## src/rtl/mem_pattern_filler.sv

```systemverilog
// Memory pattern filler: writes a constant, counting or address-derived pattern
// over a wrapping address window of a RAM write port with a write/ready handshake.
module mem_pattern_filler #(
  parameter int ADDR_W = 16,
  parameter int DATA_W = 8
) (
  input  logic              iclk,
  input  logic              irst,
  input  logic              istart,
  input  logic              iabort,
  input  logic [1:0]        imode,
  input  logic [ADDR_W-1:0] ibase,
  input  logic [ADDR_W-1:0] ilen,
  input  logic [DATA_W-1:0] iseed,
  input  logic              iready,
  output logic [ADDR_W-1:0] oaddr,
  output logic [DATA_W-1:0] ocontent,
  output logic              owrite,
  output logic              obusy,
  output logic              odone,
  output logic [ADDR_W:0]   owords
);

  typedef enum logic [1:0] {
    ST_IDLE = 2'd0,
    ST_FILL = 2'd1,
    ST_DONE = 2'd2
  } state_t;

  localparam logic [1:0] MODE_CONST = 2'd0;
  localparam logic [1:0] MODE_INC   = 2'd1;
  localparam logic [1:0] MODE_DEC   = 2'd2;
  localparam logic [1:0] MODE_ADDR  = 2'd3;

  state_t            state, state_nxt;
  logic [1:0]        mode_q, mode_nxt;
  logic [ADDR_W:0]   len_q, len_nxt;
  logic [ADDR_W-1:0] addr_nxt;
  logic [DATA_W-1:0] content_nxt;
  logic              write_nxt, busy_nxt, done_nxt;
  logic [ADDR_W:0]   words_nxt;

  logic [ADDR_W-1:0] addr_inc;
  logic [ADDR_W:0]   words_inc;
  logic [DATA_W-1:0] pattern_next;
  logic              last_word;

  // Address-mode data: low DATA_W bits of the address, zero-extended if narrower.
  function automatic logic [DATA_W-1:0] addr_to_data(input logic [ADDR_W-1:0] a);
    logic [ADDR_W+DATA_W-1:0] ext;
    ext = {{DATA_W{1'b0}}, a};
    return ext[DATA_W-1:0];
  endfunction

  assign addr_inc  = oaddr + ADDR_W'(1);
  assign words_inc = owords + (ADDR_W+1)'(1);
  assign last_word = (words_inc == len_q);

  always_comb begin
    pattern_next = ocontent;
    case (mode_q)
      MODE_CONST: pattern_next = ocontent;
      MODE_INC:   pattern_next = ocontent + DATA_W'(1);
      MODE_DEC:   pattern_next = ocontent - DATA_W'(1);
      MODE_ADDR:  pattern_next = addr_to_data(addr_inc);
      default:    pattern_next = ocontent;
    endcase
  end

  always_comb begin
    state_nxt   = state;
    mode_nxt    = mode_q;
    len_nxt     = len_q;
    addr_nxt    = oaddr;
    content_nxt = ocontent;
    write_nxt   = owrite;
    busy_nxt    = obusy;
    done_nxt    = odone;
    words_nxt   = owords;

    case (state)
      ST_IDLE, ST_DONE: begin
        write_nxt = 1'b0;
        busy_nxt  = 1'b0;
        done_nxt  = (state == ST_DONE);
        if (istart) begin
          state_nxt   = ST_FILL;
          mode_nxt    = imode;
          // A zero length means the whole address space.
          len_nxt     = (ilen == '0) ? {1'b1, {ADDR_W{1'b0}}} : {1'b0, ilen};
          addr_nxt    = ibase;
          content_nxt = (imode == MODE_ADDR) ? addr_to_data(ibase) : iseed;
          words_nxt   = '0;
          write_nxt   = 1'b1;
          busy_nxt    = 1'b1;
          done_nxt    = 1'b0;
        end
      end

      ST_FILL: begin
        if (iready) begin
          words_nxt = words_inc;
        end
        if (iabort) begin
          state_nxt = ST_IDLE;
          write_nxt = 1'b0;
          busy_nxt  = 1'b0;
          done_nxt  = 1'b0;
        end else if (iready) begin
          if (last_word) begin
            state_nxt = ST_DONE;
            write_nxt = 1'b0;
            busy_nxt  = 1'b0;
            done_nxt  = 1'b1;
          end else begin
            addr_nxt    = addr_inc;
            content_nxt = pattern_next;
          end
        end
      end

      default: begin
        state_nxt = ST_IDLE;
        write_nxt = 1'b0;
        busy_nxt  = 1'b0;
        done_nxt  = 1'b0;
      end
    endcase
  end

  always_ff @(posedge iclk) begin
    if (irst) begin
      state    <= ST_IDLE;
      mode_q   <= MODE_CONST;
      len_q    <= '0;
      oaddr    <= '0;
      ocontent <= '0;
      owrite   <= 1'b0;
      obusy    <= 1'b0;
      odone    <= 1'b0;
      owords   <= '0;
    end else begin
      state    <= state_nxt;
      mode_q   <= mode_nxt;
      len_q    <= len_nxt;
      oaddr    <= addr_nxt;
      ocontent <= content_nxt;
      owrite   <= write_nxt;
      obusy    <= busy_nxt;
      odone    <= done_nxt;
      owords   <= words_nxt;
    end
  end

endmodule

```

## config.mk

```make
export PLATFORM = sky130hd
export DESIGN_NAME = mem_pattern_filler
export DESIGN_NICKNAME = d
export VERILOG_FILES = /design/src/rtl/mem_pattern_filler.sv
export SDC_FILE = /design/constraint.sdc
export NUM_CORES = 1
export LEC_CHECK = 0
export CORE_MARGIN = 3
export CORE_UTILIZATION = 51
export DETAILED_ROUTE_END_ITERATION = 8
export PLACE_DENSITY = 0.8
export SYNTH_ARGS = -nofsm -noshare
export SYNTH_HDL_FRONTEND = slang
export SYNTH_SLANG_ARGS = --single-unit
export TNS_END_PERCENT = 20
```

## constraint.sdc

```tcl
create_clock -name iclk -period 3.2 [get_ports iclk]
set_input_delay 0.8 -clock iclk [delete_from_list [all_inputs] [get_ports iclk]]
set_output_delay 0.8 -clock iclk [all_outputs]
set_load 0.01 [all_outputs]
```

==> run metrics, run 1 <==
FMAX=324 MHz; Worst Hold Path EP=mode_q[0]; total iterations of the first detailed-routing run=5; Area growth syn-to-layout=32.2%; final worst setup slack=~120 ps; placed inst area=just over 5000 µm²; Avg Cell Area, Syn=7.55 µm²; largest net degree at the start of global routing=43; H-tree depth=3; Horiz. Die Dim=between 90 and 100 µm; simple-gate share of the synthesized area=0.279; cell count of the worst reg-to-reg path=10; final net count=between 600 and 700; global route total overflow=0; core area=about 7800 µm²; CTS Hold Bufs=0; # diodes=0; CP max stage delay=between 500 and 600 ps; Buffers on Ports=90; worst reg2reg startpoint=owords[0]; total number of vias=about 4500; sequential area share after synthesis=0.309; Total GRT Usage=0.270; CP Launch Type=flop; worst min path class=flop to flop; met3 usage=0.0281; clk slew on worst S/H paths=approximately 90 ps; post-DP HPWL=8980 µm; Top FF cell, synth=dfxtp_1; power per cell area=407 nW/µm²; number of clock sinks=64; worst-case clock buffer depth=2; Adder-Cell Fraction of Synth Area=0.0290; most common cell in the netlist=nor2_1; vias in the first global route=~4200; Hold Path Depth=2; Yosys reg bits=between 60 and 70; Crit Path Class=flop to flop; mux cell area share after synthesis=0.0390; largest family of logic cells by synthesized area=simple AND/OR/NAND/NOR gates; endpoint class of the critical path=flop; share of post-route cells with drive strength above 1=0.0964; CP Max Fanout=10; Yosys warnings=0; RR Endpoint=oaddr[8]; WHS=a little under 500 ps; Final Setup Violations=0; FF-to-FF setup slack=about 120 ps; Initial Utilization=0.531; Clock Skew=around 17 ps; Die Span Y=96.1 µm; CP cell instances=ha_1, xnor2_1, xnor2_1, or4_1, or4_1, nor4_4, buf_4, nand2_2, and3_1, a31o_1; run status=complete, no violations; IO Pins=between 90 and 100; Unique masters post-synth=just under 60; Rows=32; minimum clock period=3080 ps; critical path arrival=around 3300 ps; multi-input logic area=approximately 2700 µm²; largest area contributor in the synthesized netlist=dfxtp_1; Place WS=-44.5 ps; main area contributors after synthesis=dfxtp_1 31%, nor2_1 6.5%, nand2_1 5.3%; TNS Setup=0 ps; P_leak=about 2 nW; Worst-Margin Slew=about 660 ps; fin crit share=0.963; CTS tree=yes; met2 usage=0.417; Syn Inst Count=~550; clk_lat worst skew=350 ps; busiest grt layer=met2; max cap viols=0; Fill cells=about 660; Post-synth ARST share=0; register area=roughly 1300 µm²; post-synthesis compound-gate area fraction=0.238; initial drt markers=around 510; max_slew headroom=0.557; Post-CTS Setup Inserts=0; routed vias/inst=6.10; Post-synth top cells=72 x nor2_1, 64 x dfxtp_1, 58 x nand2_1; post-route design area=~5500 µm²; hold wc startpoint=mode_q[0]; clock root cell=clkbuf_8; IR drop worst, VDD=roughly 0.25 mV; routed wire length=~13000 µm; EDFF count, synth=0; fin. max-slew vios=0; WP data required=between 3000 and 4000 ps; Num CTS Buffers=9; die area=between 9000 and 10000 µm²; drt wl/cell=between 15 and 20 µm; final core utilization=0.701; Post-Synthesis Net Count=roughly 600; initial antenna violation count=0; Remaining DRCs=0; top-area cell type share of the netlist area=0.309; GP Congestion=just under 0.9; critical path's slowest cell=or4_1; post-route ant nets=0; first-pass GRT wire length=about 20000 µm; XOR/XNOR Fraction of Synth Area=0.0571; met1 Use GR=0.388; Fin. Hold Viols=0; post-synthesis cell area=around 4100 µm²
## critical path: cells and delay by family (launching register included)
family,cells,cell delay (ps)
xor gates and xnor gates,2,300
AOI/OAI and AO/OA,1,170
DFF,1,330
adders and majority gates,1,270
and+or+nand+nor,5,1700
buffers and inverters,1,200
## registers in the layout, summed over array words and instances, names as in the netlist
register / cells
len_q: 17
mode_q: 2
oaddr: 16
obusy: 1
ocontent: 8
odone: 1
owords: 17
state: 2
## area by class of cell
cell class | count | share of cell area
well taps | 102 | 0.0233
clock buffers | 9 | 0.0226
flip-flops and latches | 64 | 0.234
clock inverters | 7 | 0.0219
inverters | 10 | 0.00685
repair buffers | 116 | 0.199
multi-input cells | 437 | 0.492
## routing by layer
metal	share of wire	vias up
li1	-	2176
met1	0.46	2150
met2	0.46	195
met3	0.061	23
met4	0.017	0
met5	0	-
## cells by family after synthesis
logic type | count (synthesis)
AO/OA/AOI/OAI | 152
XOR/XNOR | 27
adder cells (fa/ha/maj) | 9
buffers and inverters | 48
flip-flops | 64
multiplexers | 16
AND/OR/NAND/NOR | 233
## repair_timing
| item | in CTS | in global routing |
|---|---|---|
| gates cloned | 0 | 0 |
| pin swaps | 0 | 1 |
| hold endpoints to repair | 0 | 0 |
| setup endpoints to repair | 4 | 25 |
| resized for setup | 1 | 7 |
## cells in the final DEF (no fill, tap or decap), types with 4 or more instances in the layout
cell	count
a22oi_1	15
o21ai_0	36
buf_4	26
o31ai_1	8
nand3_1	27
xor2_1	8
nor3_1	13
inv_1	10
a31oi_1	4
or3_1	5
clkbuf_8	9
nor4_1	8
nor2_1	72
nand4_1	5
or4_1	8
a31o_1	4
a211oi_1	9
nand2_1	58
a21oi_1	38
o211ai_1	6
clkdlybuf4s50_1	89
nor2b_1	5
ha_1	8
and3_1	8
mux2i_1	15
nand2b_1	4
dfxtp_1	64
xnor2_1	19
## how the worst max path moves through the flow
stage | start | end | slack (ps) | depth (start not counted)
3_5_place_dp | owords[0] | oaddr[12] | -40 | 10
2_1_floorplan | owords[0] | oaddr[8] | 210 | 9
6_report | owords[0] | oaddr[8] | 120 | 10
4_1_cts | owords[0] | oaddr[4] | 10 | 10
5_1_grt | owords[2] | oaddr[12] | -5 | 9
3_3_place_gp | owords[0] | oaddr[12] | 120 | 10
## power by group
group          total, mW  switching (mW)  internal [mW]  leakage (nW)
clock network      0.868           0.349          0.519         0.119
logic              0.463           0.236          0.227          1.41
registers          0.898          0.0577          0.841         0.523
total               2.23           0.643           1.59          2.06
## per-stage QoR
step	cells	power (mW)
after detailed placement	729	1.37
final	745	2.23
after floorplan	549	1.17
after global routing	745	2.31
after global placement	729	1.35
after CTS	745	2.22
No activity file was read; power rests on OpenSTA's default activity.
==> inputs of run 2 (changes only) <==
--- a/config.mk
+++ b/config.mk
@@ -5,7 +5,6 @@
 export SDC_FILE = /design/constraint.sdc
 export NUM_CORES = 1
 export LEC_CHECK = 0
-export CORE_MARGIN = 3
 export CORE_UTILIZATION = 51
 export DETAILED_ROUTE_END_ITERATION = 8
 export PLACE_DENSITY = 0.8
==> run 2 against run 1 <==
Utilization down 0.74 points. Count of clock-buffer cells in the layout increased by 3. Via count decreased by 1.4%. Sequential cell count unchanged. Largest cell class unchanged. Critical endpoint unchanged. Critical path depth unchanged. Cell count fell by 0.40%. Worst hold slack worse by 8.3 ps.
==> run metrics, run 2 (synthesized netlist as in run 1, its figures left out) <==
run status=complete, no violations; Buffers on Ports=90; Horiz. Die Dim=~90 µm; initial drt markers=approximately 440; Worst-Margin Slew=between 600 and 700 ps; largest net degree at the start of global routing=43; Layout Cells excl Fill=742; IO Pins=roughly 90; Fin. Hold Viols=0; Total GRT Usage=0.293; H-tree depth=3; drt wl/cell=16.5 µm; most frequent cells in the layout=89 x clkdlybuf4s50_1, 72 x nor2_1, 64 x dfxtp_1; Num CTS Buffers=9; post-placement cell count=727; WP data required=roughly 3400 ps; worst min path class=flop to flop; Final Setup Violations=0; routed wire length=roughly 12000 µm; total number of vias=around 4500; number of clock sinks=between 60 and 70; CTS Hold Bufs=0; CTS tree=yes; final net count=692; CP Max Fanout=10; first-pass GRT wire length=20000 µm; fin. max-slew vios=0; FMAX=about 330 MHz; Design Power=2.05 mW; Initial Utilization=0.531; vias in the first global route=a little over 4000; worst-case clock buffer depth=2; P_leak=approximately 2 nW; global route total overflow=0; GP Congestion=0.916; share of post-route cells with drive strength above 1=0.0906; Clock Skew=about 12 ps; die area=8490 µm²; routed vias/inst=6.04; CP Launch Type=flop; # diodes=0; total iterations of the first detailed-routing run=5; clock root cell=clkbuf_8; endpoint class of the critical path=flop; max cap viols=0; Area growth syn-to-layout=30.8%; IR drop worst, VDD=0.194 mV; initial antenna violation count=0; Remaining DRCs=0; post-DP HPWL=between 8000 and 9000 µm; post-route ant nets=0; power per cell area=roughly 380 nW/µm²; RSZ-0062 raised after global routing=no; Die Span Y=92.1 µm; Rows=32; Crit Path Class=flop to flop; max_slew headroom=0.568; most common cell after layout, fill and taps aside=clkdlybuf4s50_1; Post-CTS Setup Inserts=0; Fill cells=667; minimum clock period=about 3000 ps; clk_lat worst skew=between 300 and 400 ps; fin crit share=0.949; clk slew on worst S/H paths=roughly 70 ps; critical path arrival=between 3000 and 4000 ps; Largest regs=len_q (17), owords (17), oaddr (16); core area=just under 8000 µm²
-- run 2: cell count changes in the layout (fill, tap and decap cells not counted), sizes merged --
cell / change
clkbuf: +3
bufinv: -2
buf: -2
clkinv: -2
-- run 2: path summary, 6_finish.rpt --
path	start	end	slack (ps)	cells after the start
hold reg to reg	len_q[1]	len_q[1]	480	2
setup reg to reg	owords[0]	oaddr[8]	160	10
hold / removal	len_q[1]	len_q[1]	480	2
setup / recovery	owords[0]	oaddr[8]	160	10
-- run 2: metal layers --
metal | vias up | wire length (µm) | global-route usage
met4 | 0 | 207 | 0.0938
met1 | 2113 | 5560 | 0.419
met3 | 21 | 762 | 0.0398
met5 | - | 0 | 0
met2 | 170 | 5690 | 0.454
li1 | 2175 | - | -
-- run 2: per-stage QoR --
stage,setup slack [ps],TNS (ps),cell area (µm²),hold slack [ps],utilization
floorplan,211,0,4140,448,-
global placement,80.4,0,5180,465,0.664
detailed placement,-60.9,-197,5180,469,0.664
CTS,1.07,0,5380,477,0.689
global route,22.2,0,5420,517,0.694
finish,162,0,5420,477,0.694
-- run 2: timing repair --
| item | CTS | global route |
|---|---|---|
| gates resized for setup | 3 | 7 |
| setup endpoints to repair | 9 | 19 |
| gates cloned | 0 | 0 |
| pin swaps | 0 | 1 |
-- run 2: worst max-delay path, cell delays in order (launching register included) --
cell	delay [ps]
dfxtp_1	380
buf_4	180
nand3_1	120
xnor2_1	160
or4_1	520
or4_1	580
nor4_4	200
buf_4	210
nand2_2	150
and3_1	250
a31o_1	190
-- run 2: cell type report --
cell class              count  area [µm²]  area share
repair buffers            114        1080       0.199
inverters                  10        37.5     0.00693
well taps                 102         128      0.0236
flip-flops and latches     64        1280       0.236
clock inverters             3        42.5     0.00785
multi-input cells         437        2710       0.500
clock buffers              12         145      0.0268
-- run 2: power by group --
| part | total, mW | switching, mW | internal (mW) |
|---|---|---|---|
| combinational | 0.462 | 0.235 | 0.227 |
| sequential | 0.898 | 0.0566 | 0.841 |
| clock | 0.691 | 0.315 | 0.376 |
==> edit: new RTL, flow settings as in run 1 <==
Encoding of `state_t`: now one-hot (3 bits for 3 states).
--- a/src/rtl/mem_pattern_filler.sv
+++ b/src/rtl/mem_pattern_filler.sv
@@ -22,8 +22,8 @@
 );
 
-  typedef enum logic [1:0] {
-    ST_IDLE = 2'd0,
-    ST_FILL = 2'd1,
-    ST_DONE = 2'd2
+  typedef enum logic [2:0] {
+    ST_IDLE = 3'b001,
+    ST_FILL = 3'b010,
+    ST_DONE = 3'b100
   } state_t;
 
Formal check against the unedited RTL: no difference found for any inputs over 4 cycles, from zero or initial values and one cycle with irst high; so few cycles prove little.
==> edit against run 1 <==
  * Largest cell class unchanged
  * Combinational power is 5.2% lower
  * Area after synthesis grew 3.0%
  * Largest power group unchanged
  * Routed wire length is 2.9% higher
  * Non-clock buffer count up 1
  * Hold slack improved by 5.7 ps
  * Sequential power is 0.8% higher
  * Design area grew 2.1%
  * Global-route usage is 0.33 points lower
  * Highest routed layer unchanged
  * Die area rose by 2.8%
  * Setup slack gained 33 ps
  * Clock power up 3.8%
  * Sequential cell count is 1 higher
  * Total power is 0.73% higher
==> edit: results (changes against run 1) <==
run status finished clean (unchanged); largest driver fanout on the critical path 7 (was 10); worst-case vdd ir drop 0.000272 V (was 0.000249 V); final wirelength 12,900 um (was 12,500 um); sum of net half-perimeters after detailed placement 9300 um (was 8980 um); worst endpoint data arrival time 3300 ps (was 3320 ps); Slowest cell on crit path sky130_fd_sc_hd__nor4_2 (was sky130_fd_sc_hd__or4_1); Cells on Worst Hold Path 2 (unchanged); pin count of the biggest net entering global routing 34 (was 43); Synth Net Count 612 (was 605); first-pass GRT wire length 21,100 um (was 19,900 um); cell types occupying the most area after synthesis sky130_fd_sc_hd__dfxtp_1 (31%), sky130_fd_sc_hd__nand2_1 (6.3%), sky130_fd_sc_hd__a21oi_1 (5.9%), sky130_fd_sc_hd__nor2_1 (5.4%), sky130_fd_sc_hd__xnor2_1 (4.3%) (was sky130_fd_sc_hd__dfxtp_1 (31%), sky130_fd_sc_hd__nor2_1 (6.5%), sky130_fd_sc_hd__nand2_1 (5.3%), sky130_fd_sc_hd__a21oi_1 (4.8%), sky130_fd_sc_hd__o21ai_0 (4.3%)); cell leakage power 1.98 nW (was 2.06 nW); clock network latency to the later pin of the worst-skew pair 350 ps (about the same); worst stage delay on the critical path 470 ps (was 580 ps); layout net count 700 (was 694); mean routed wirelength per cell 17.2 um (was 16.8 um); register area share after synthesis 30.5% (was 30.9%); DR vias/cell 6.18 (was 6.10); clock buffer depth 2 (unchanged); placement-stage cell area 0.00527 sq mm (was 0.00520 sq mm); routability congestion estimate 0.912 (was 0.875); vias in the first global route 4,375 (was 4,198); cell family contributing the most delay on the critical path simple AND/OR/NAND/NOR gates (unchanged); number of design-rule violations left by the first detailed-router iteration 325 (was 506); fraction of final layout cells with drive strength greater than 1 10.8% (was 9.64%); most frequent cells after synthesis sky130_fd_sc_hd__nand2_1 (72), sky130_fd_sc_hd__dfxtp_1 (65), sky130_fd_sc_hd__nor2_1 (61), sky130_fd_sc_hd__a21oi_1 (50) (was sky130_fd_sc_hd__nor2_1 (72), sky130_fd_sc_hd__dfxtp_1 (64), sky130_fd_sc_hd__nand2_1 (58), sky130_fd_sc_hd__a21oi_1 (40), sky130_fd_sc_hd__o21ai_0 (36)); Inst Count DP 731 (was 729); total power per unit cell area 402 mW/mm^2 (was 407 mW/mm^2); clock transition at the register clock pins on the worst setup and hold paths after CTS 80 ps; Worst Skew 14.2 ps (was 17.4 ps); antenna violations before repair 0 (unchanged); fillers 673 (was 657); library cells used by synthesis 71 (was 59); antenna cells 0 (unchanged); global routing usage summed across all routing layers 26.7% (was 27.0%); gate count of the mapped netlist 556 (was 549); depth of the most critical reg-to-reg path 10 (unchanged); level count of the clock H-tree 3 (unchanged); worst rel slew slack 33.0% (was 55.7%); Largest regs len_q: 17 flops, owords: 17 flops, oaddr: 16 flops (unchanged); Setup Slack @ Placement 161 ps (was -44.5 ps)
-- edit: cell types whose count changed after synthesis, sizes merged, moves of 5 or more --
cell,delta
o21ai,-16
nand2,+14
a21oi,+13
mux2i,-13
nor2,-11
a32o,+8
or4,-8
o31ai,-7
a311o,+6
a31o,-6
nor3,+6
o211ai,-6
inv,+5
-- edit: path summary, 6_finish.rpt --
check / from / endpoint / slack [ps]
worst max-delay path: owords[1] / oaddr[15] / 150
worst min-delay path: ocontent[3] / ocontent[3] / 490
worst max register to register: owords[1] / oaddr[15] / 150
worst min register to register: ocontent[3] / ocontent[3] / 490
-- edit: cell type report --
type,count,share of cell area [%]
Timing Repair Buffer,117,19.9
Sequential cell,65,23.3
Inverter,15,1.01
Multi-Input combinational cell,436,48.9
Clock buffer,12,2.95
Tap cell,102,2.28
Clock inverter,4,1.75
-- edit: per-layer routing --
layer | track usage [%] | routed length [um] | share of wire (%)
met5 | 0 | 0 | 0
met4 | 8.63 | 221 | 1.7
met3 | 5.81 | 1160 | 9.0
met2 | 46.6 | 6390 | 50
met1 | 32.5 | 5130 | 40
-- edit: cell families after synthesis --
group | Yosys count | share of synthesized area (%)
AND/OR/NAND/NOR | 246 | 28.9
AO/OA/AOI/OAI | 150 | 25.2
flip-flops | 65 | 30.5
buffers and inverters | 55 | 5.84
XOR/XNOR | 29 | 6.28
adder cells (fa/ha/maj) | 9 | 2.82
multiplexers | 2 | 0.469
-- edit: power breakdown --
part           internal, W  switching, W
registers         0.000852     0.0000535
logic             0.000222      0.000217
clock network     0.000581      0.000320
total              0.00166      0.000590
-- edit: what timing repair did --
action,4_1_cts,5_1_grt
hold buffers,0,0
setup buffers,0,4
gates resized for setup,0,2
endpoints found under the setup margin,0,16
endpoints found under the hold margin,0,0
